===== src/rtl/flash_boot_loader.sv =====
// flash_boot_loader: bus initiator that copies WORDS 32-bit words from a 16-bit flash image into RAM.
// Define BOOT_TIMEOUT_EN to abort a copy when a transfer waits TIMEOUT cycles without ack.
module flash_boot_loader #(
   parameter logic [31:0] FLASH_BASE = 32'h1E00_0000,
   parameter logic [31:0] RAM_BASE   = 32'h0000_0000,
   parameter int          WORDS      = 1024,
   parameter int          TIMEOUT    = 255
) (
   input  logic        clk,
   input  logic        rst,
   input  logic        start,
   output logic        busy,
   output logic        done,
   output logic        error,
   output logic [31:0] bus_addr_o,
   output logic [31:0] bus_data_o,
   input  logic [31:0] bus_data_i,
   output logic        bus_select_o,
   output logic        bus_we_o,
   input  logic        bus_ack_i
);

   localparam int IDXW = $clog2(WORDS) + 1;
   localparam logic [IDXW-1:0] LAST_IDX = IDXW'((WORDS > 32'sd0) ? (WORDS - 32'sd1) : 32'sd0);
   localparam bit EMPTY = (WORDS == 32'sd0);

   localparam logic [2:0] IDLE   = 3'd0;
   localparam logic [2:0] RD_LO  = 3'd1;
   localparam logic [2:0] GAP_LO = 3'd2;
   localparam logic [2:0] RD_HI  = 3'd3;
   localparam logic [2:0] GAP_HI = 3'd4;
   localparam logic [2:0] WR     = 3'd5;
   localparam logic [2:0] GAP_WR = 3'd6;
   localparam logic [2:0] FIN    = 3'd7;

   logic [2:0]      state;
   logic [IDXW-1:0] idx;
   logic [31:0]     word;
   logic            timeout_hit;
   logic            unused_bits;

   // Byte offset of 32-bit word i; wraps modulo 2^32 when added to a base.
   function automatic logic [31:0] word_offset(input logic [IDXW-1:0] i);
      return 32'({i, 2'b00});
   endfunction

   assign unused_bits = ^bus_data_i[31:16];

`ifdef BOOT_TIMEOUT_EN
   localparam int TW = $clog2(TIMEOUT + 1);
   localparam logic [TW-1:0] TO_LAST = TW'(TIMEOUT - 1);

   logic [TW-1:0] wait_cnt;

   // Counts select-high cycles of the current transfer; held at zero while select is low.
   always_ff @(posedge clk or posedge rst) begin
      if (rst) begin
         wait_cnt <= '0;
      end else if (!bus_select_o || bus_ack_i) begin
         wait_cnt <= '0;
      end else begin
         wait_cnt <= wait_cnt + TW'(1);
      end
   end

   // An ack arriving on the final allowed cycle still completes the transfer.
   assign timeout_hit = bus_select_o && !bus_ack_i && (wait_cnt == TO_LAST);
`else
   localparam int UNUSED_TIMEOUT = TIMEOUT;
   assign timeout_hit = 1'b0;
`endif

   // Copy sequencer: every bus output is a register so it stays stable across the select window.
   always_ff @(posedge clk or posedge rst) begin
      if (rst) begin
         state        <= IDLE;
         idx          <= '0;
         word         <= 32'h0000_0000;
         busy         <= 1'b0;
         done         <= 1'b0;
         error        <= 1'b0;
         bus_addr_o   <= 32'h0000_0000;
         bus_data_o   <= 32'h0000_0000;
         bus_select_o <= 1'b0;
         bus_we_o     <= 1'b0;
      end else begin
         case (state)
            IDLE: begin
               if (start) begin
                  done  <= 1'b0;
                  error <= 1'b0;
                  idx   <= '0;
                  busy  <= 1'b1;
                  if (EMPTY) begin
                     state <= FIN;
                  end else begin
                     state        <= RD_LO;
                     bus_select_o <= 1'b1;
                     bus_we_o     <= 1'b0;
                     bus_addr_o   <= FLASH_BASE;
                  end
               end
            end
            RD_LO, RD_HI, WR: begin
               if (bus_ack_i) begin
                  bus_select_o <= 1'b0;
                  bus_we_o     <= 1'b0;
                  case (state)
                     RD_LO: begin
                        word[15:0] <= bus_data_i[15:0];
                        state      <= GAP_LO;
                     end
                     RD_HI: begin
                        word[31:16] <= bus_data_i[15:0];
                        state       <= GAP_HI;
                     end
                     default: begin
                        state <= GAP_WR;
                     end
                  endcase
               end else if (timeout_hit) begin
                  bus_select_o <= 1'b0;
                  bus_we_o     <= 1'b0;
                  busy         <= 1'b0;
                  error        <= 1'b1;
                  done         <= 1'b0;
                  state        <= IDLE;
               end
            end
            GAP_LO: begin
               state        <= RD_HI;
               bus_select_o <= 1'b1;
               bus_addr_o   <= FLASH_BASE + word_offset(idx) + 32'd2;
            end
            GAP_HI: begin
               state        <= WR;
               bus_select_o <= 1'b1;
               bus_we_o     <= 1'b1;
               bus_addr_o   <= RAM_BASE + word_offset(idx);
               bus_data_o   <= word;
            end
            GAP_WR: begin
               if (idx == LAST_IDX) begin
                  state <= FIN;
               end else begin
                  idx          <= idx + IDXW'(1);
                  state        <= RD_LO;
                  bus_select_o <= 1'b1;
                  bus_addr_o   <= FLASH_BASE + word_offset(idx + IDXW'(1));
               end
            end
            FIN: begin
               busy  <= 1'b0;
               done  <= 1'b1;
               state <= IDLE;
            end
            default: begin
               state        <= IDLE;
               busy         <= 1'b0;
               bus_select_o <= 1'b0;
               bus_we_o     <= 1'b0;
            end
         endcase
      end
   end

endmodule

===== config.mk =====
export PLATFORM = sky130hd
export DESIGN_NAME = flash_boot_loader
export DESIGN_NICKNAME = d
export VERILOG_FILES = /design/src/rtl/flash_boot_loader.sv
export SDC_FILE = /design/constraint.sdc
export NUM_CORES = 1
export LEC_CHECK = 0
export BUFFER_PORTS_ARGS = -buffer_cell sky130_fd_sc_hd__buf_2
export CAP_MARGIN = 20
export CORE_MARGIN = 2
export CORE_UTILIZATION = 35
export DETAILED_ROUTE_END_ITERATION = 10
export GPL_TIMING_DRIVEN = 0
export SETUP_SLACK_MARGIN = 0.4
export SLEW_MARGIN = 20
export SYNTH_ARGS = -nofsm -noshare
export SYNTH_HDL_FRONTEND = slang
export SYNTH_SLANG_ARGS = --single-unit

===== constraint.sdc =====
create_clock -name clk -period 6.15 [get_ports clk]
set_input_delay 1.5375 -clock clk [delete_from_list [all_inputs] [get_ports clk]]
set_output_delay 1.5375 -clock clk [all_outputs]
set_load 0.1 [all_outputs]

Word level (Yosys, flattened, before mapping) --
Index checks and enable logic that the tools add are counted. W data, S select, Z words.
Storage, ports and cells: word-level logic and storage cells 60, register bits after elaboration 114, output and inout bits 69
Operators by class: add/sub/neg operators 4, equal/unequal tests 11, multiplexer cells 19, reductions and logical operators 16
Operators with widths (count):
- $pmux W32 S4 | 1
- $mux W32 | 2
- $add A29 B13 Y30 const A | 2
- $add A30 B2 Y31 const B | 1
- $mux W11 | 2
- $pmux W11 S2 | 1
- $pmux W3 S6 | 1
- $reduce_and A3 Y1 | 5
- $eq A3 B3 Y1 const B | 4
- $add A11 B1 Y11 const B | 1
- $eq A11 B10 Y1 const B | 1
- $mux W3 | 3
- $reduce_bool A4 Y1 | 2
- $eq A3 B2 Y1 const B | 2
- $ne A2 B2 Y1 const B | 3
- $pmux W3 S2 | 1
- $mux W1 | 4
- $pmux W1 S2 | 2
- $pmux W1 S4 | 1
- $reduce_and A2 Y1 | 2
- $reduce_and A4 Y1 | 1
- $reduce_bool A2 Y1 | 2
- $eq A3 B1 Y1 const B | 1
- $logic_not A3 Y1 | 1
- 4 further kinds | 4

Longest topological paths before layout --
depth in word-level cells 4, gate-level depth with buffers 7, gate-level depth less buffers 5

Worst setup path after synthesis --
Ideal clock, no wire load.
path kind reg2out, start point register bus_addr_o[28] (netlist name), end point output bus_addr_o[26], slack 3239 ps, data required time 4612 ps, data arrival time 1373 ps, buffers on the path 1, stages on the path, launching flop included 2, path through dfrtp_1 > buf_4
RTL lines:
- end: declaration | RTL line 15 | output logic [31:0] bus_addr_o,

Final worst setup path --
start point input bus_ack_i, end point register word[3]
On the way: cells in the longest elaborated chain, start to end 1
Ends and longest elaborated chain:
- start: declaration | RTL line 20 | input logic bus_ack_i
- $reduce_and A3 Y1 (no source line)
- end signal: assignment | RTL line 110 | word[15:0] <= bus_data_i[15:0];
- end: declaration | RTL line 38 | logic [31:0] word;
No other way between the ends. A chain may end at the register's enable or synchronous reset.

==> impl_metrics.yaml <==
status:
  outcome: "complete, but fails checks"
  failed_checks: "DRC"
min_path:
  hp-class: "register to register"
  holdPathStages: 1
timing:
  max_freq_mhz: 345
  period_needed_ns: 2.90
  tns_ns: 0
  setup_viol: 0
  drv_slew: 0
  rsz0062_at_grt: "false"
  hold_viol: 0
  post-route-period-util_pct: 47.1
  fin_skew_ns: 0.00968
  tightest_slew_ns: 0.671
  hold_ws_ns: 0.471
  slew_headroom_pct: 55.1
detailed_routing:
  ant_nets: 0
  avgRoutedWirePerCell_microns: 15.3
  drt_iter0_markers: 114
  drc: 5
  drt-pass1-iter-count: 7
  num_vias: 2849
  vias_per_cell: 4.97
  drt_wl_total_microns: 8750
setup_path:
  reg2reg_from: "idx[0]"
  cp_max_fo: 10
  r2r_end: "bus_addr_o[3]"
  crit_end: "word[3]"
  path_class: "input pin to register"
  worstSetupStartpointType: "input pin"
  critPathLaunch: "bus_ack_i"
  worst_setup_path_end_kind: "register"
  worst-endpoint-arrival_ns: 3.13
  r2r_cells: 5
  critPathRequiredTime_ns: 6.38
  reg2reg_slack_ns: 3.89
place:
  routabilityCongestion: 0.826
  post-place-cells: 557
  dp_hpwl_microns: 6130
  numPortBuffers: 71
layout:
  antennaDiodeCount: 0
  drive_gt1_share_pct: 46.0
  instances_no_fill: 573
  final_util_pct: 44.1
  layout.nets: 462
  area_delta_synth_final_pct: 21.8
floorplan:
  die-width_microns: 113
  initial_utilization_pct: 36.2
  die_area_sq_um: 12800
  core_sq_um: 11500
  die_y_microns: 113
  row_count: 39
  boundaryPins: 105
logic_synthesis:
  yosysMostFrequentCell: "dfrtp_1"
  synthesis.area_sq_um: 4170
  yosys-top-cells-count: "dfrtp_1, mux2_2, buf_4"
  synth.distinct_cells: 53
  yosysWarnings: 0
  ys_top_cells_by_area: "dfrtp_1, mux2_2, buf_4"
  async_flop_share_pct: 100
  synth_area_leader_cell: "dfrtp_1"
  synthFlopType: "dfrtp_1"
  synth_seq_cells: 95
  synth_edf_count: 0
  synth_area_per_cell_sq_um: 12.8
  yosysSeqAreaShare_pct: 57.1
  synth_cells: 326
  synth.top_cell.area_share_pct: 57.1
job:
  cap_violations: 0
cts:
  clk_latency_ns: 0.35
  cts.sinks: 95
  htreeDepth: 3
  cts_root_buf: "clkbuf_16"
  cts_buffers: 9
  clockBufferDepth: 2
  cts_setup_buffers: 0
  post_cts_resized: 0
  cts_hold_buf: 0
  path_clk_slew_ns: 0.07
  cts_tree: "built"
global_route:
  antenna_found_initial: 0
  grt_max_degree: 51
  grt_pass1_wl_microns: 14500
  track_usage_pct: 14.5
  grt_pass1_vias: 2898
  grt_overflow: 0
[critical path: stages]
cell and delay [ns]:
buf_2 0.15, inv_1 0.10, nor3b_2 0.57, buf_2 0.40, mux2_2 0.37
[worst min-delay path by stage]
stage	startpoint	to	slack, ns
after floorplan	word[16]	word[16]	0.47
after global placement	bus_addr_o[6]	bus_addr_o[6]	0.46
after detailed placement	bus_addr_o[6]	bus_addr_o[6]	0.46
after CTS	bus_addr_o[6]	bus_addr_o[6]	0.48
after global routing	bus_addr_o[6]	bus_addr_o[6]	0.50
final	bus_addr_o[6]	bus_addr_o[6]	0.47
[per-layer routing]
metal  up-vias  wire length (microns)  share of wire [%]  track usage, %
met5         -                      0                  0               0
met4         0                     93                1.1            6.02
met3         9                    651                7.4            5.09
met2        85                   4280                 49            23.8
met1      1407                   3720                 43            17.5
li1       1348                      -                  -               -
[area by class of cell]
type / instances / area (sq um)
fillers: 1088 / 6440
flip-flops and latches: 95 / 2380
multi-input cells: 207 / 1590
repair buffers: 72 / 383
plain buffers: 35 / 245
clock buffers: 9 / 225
well taps: 143 / 179
clock inverters: 7 / 56.3
inverters: 5 / 23.8
[flip-flops by register name, indices dropped and copies added, names as in the netlist, 3 cells and up]
signal / flops
word: 32
bus_data_o: 32
bus_addr_o: 13
state: 3
idx: 11
[logic make-up (layout without fill, tap and decap cells)]
family / after synthesis / count (layout) / synth area share [%]
buffers and inverters: 40 / 128 / 6.34
other: 1 / 17 / 0.0900
xor gates and xnor gates: 1 / 1 / 0.210
adders and majority gates: 1 / 1 / 0.300
AOI/OAI and AO/OA: 58 / 58 / 8.92
muxes: 69 / 69 / 18.6
and+or+nand+nor: 61 / 61 / 8.50
DFF: 95 / 95 / 57.1
[placed cells by master, fill, tap and decap left out, types with 2 or more instances in the layout]
master,Yosys,routed
inv_1,5,4
and3_1,4,4
o21ai_0,12,12
nand2b_1,3,3
a21o_1,4,4
mux2i_1,2,2
nand3_1,4,4
nor3_1,6,6
a41oi_1,2,2
buf_4,23,23
a21oi_1,15,15
o2bb2ai_1,4,4
clkbuf_16,0,9
nor4_1,2,2
a31oi_1,9,9
nor2_1,14,14
dfrtp_1,95,95
mux2_2,67,67
inv_6,0,3
conb_1,1,17
o211ai_1,2,2
nand4_1,5,5
nand3b_1,2,2
clkbuf_1,2,2
buf_2,7,78
clkinv_4,0,3
nand2_1,7,7
[metrics by stage]
stage | setup slack (ns) | instance area, sq um
final | 3.25 | 5070
after global placement | 1.01 | 4760
after global routing | 3.14 | 5070
after detailed placement | 2.87 | 4790
after CTS | 3.23 | 5070
after floorplan | 2.14 | 4230
Power is not shown: default switching activity piles up to over one toggle a cycle in this logic, so the estimate is an artifact.
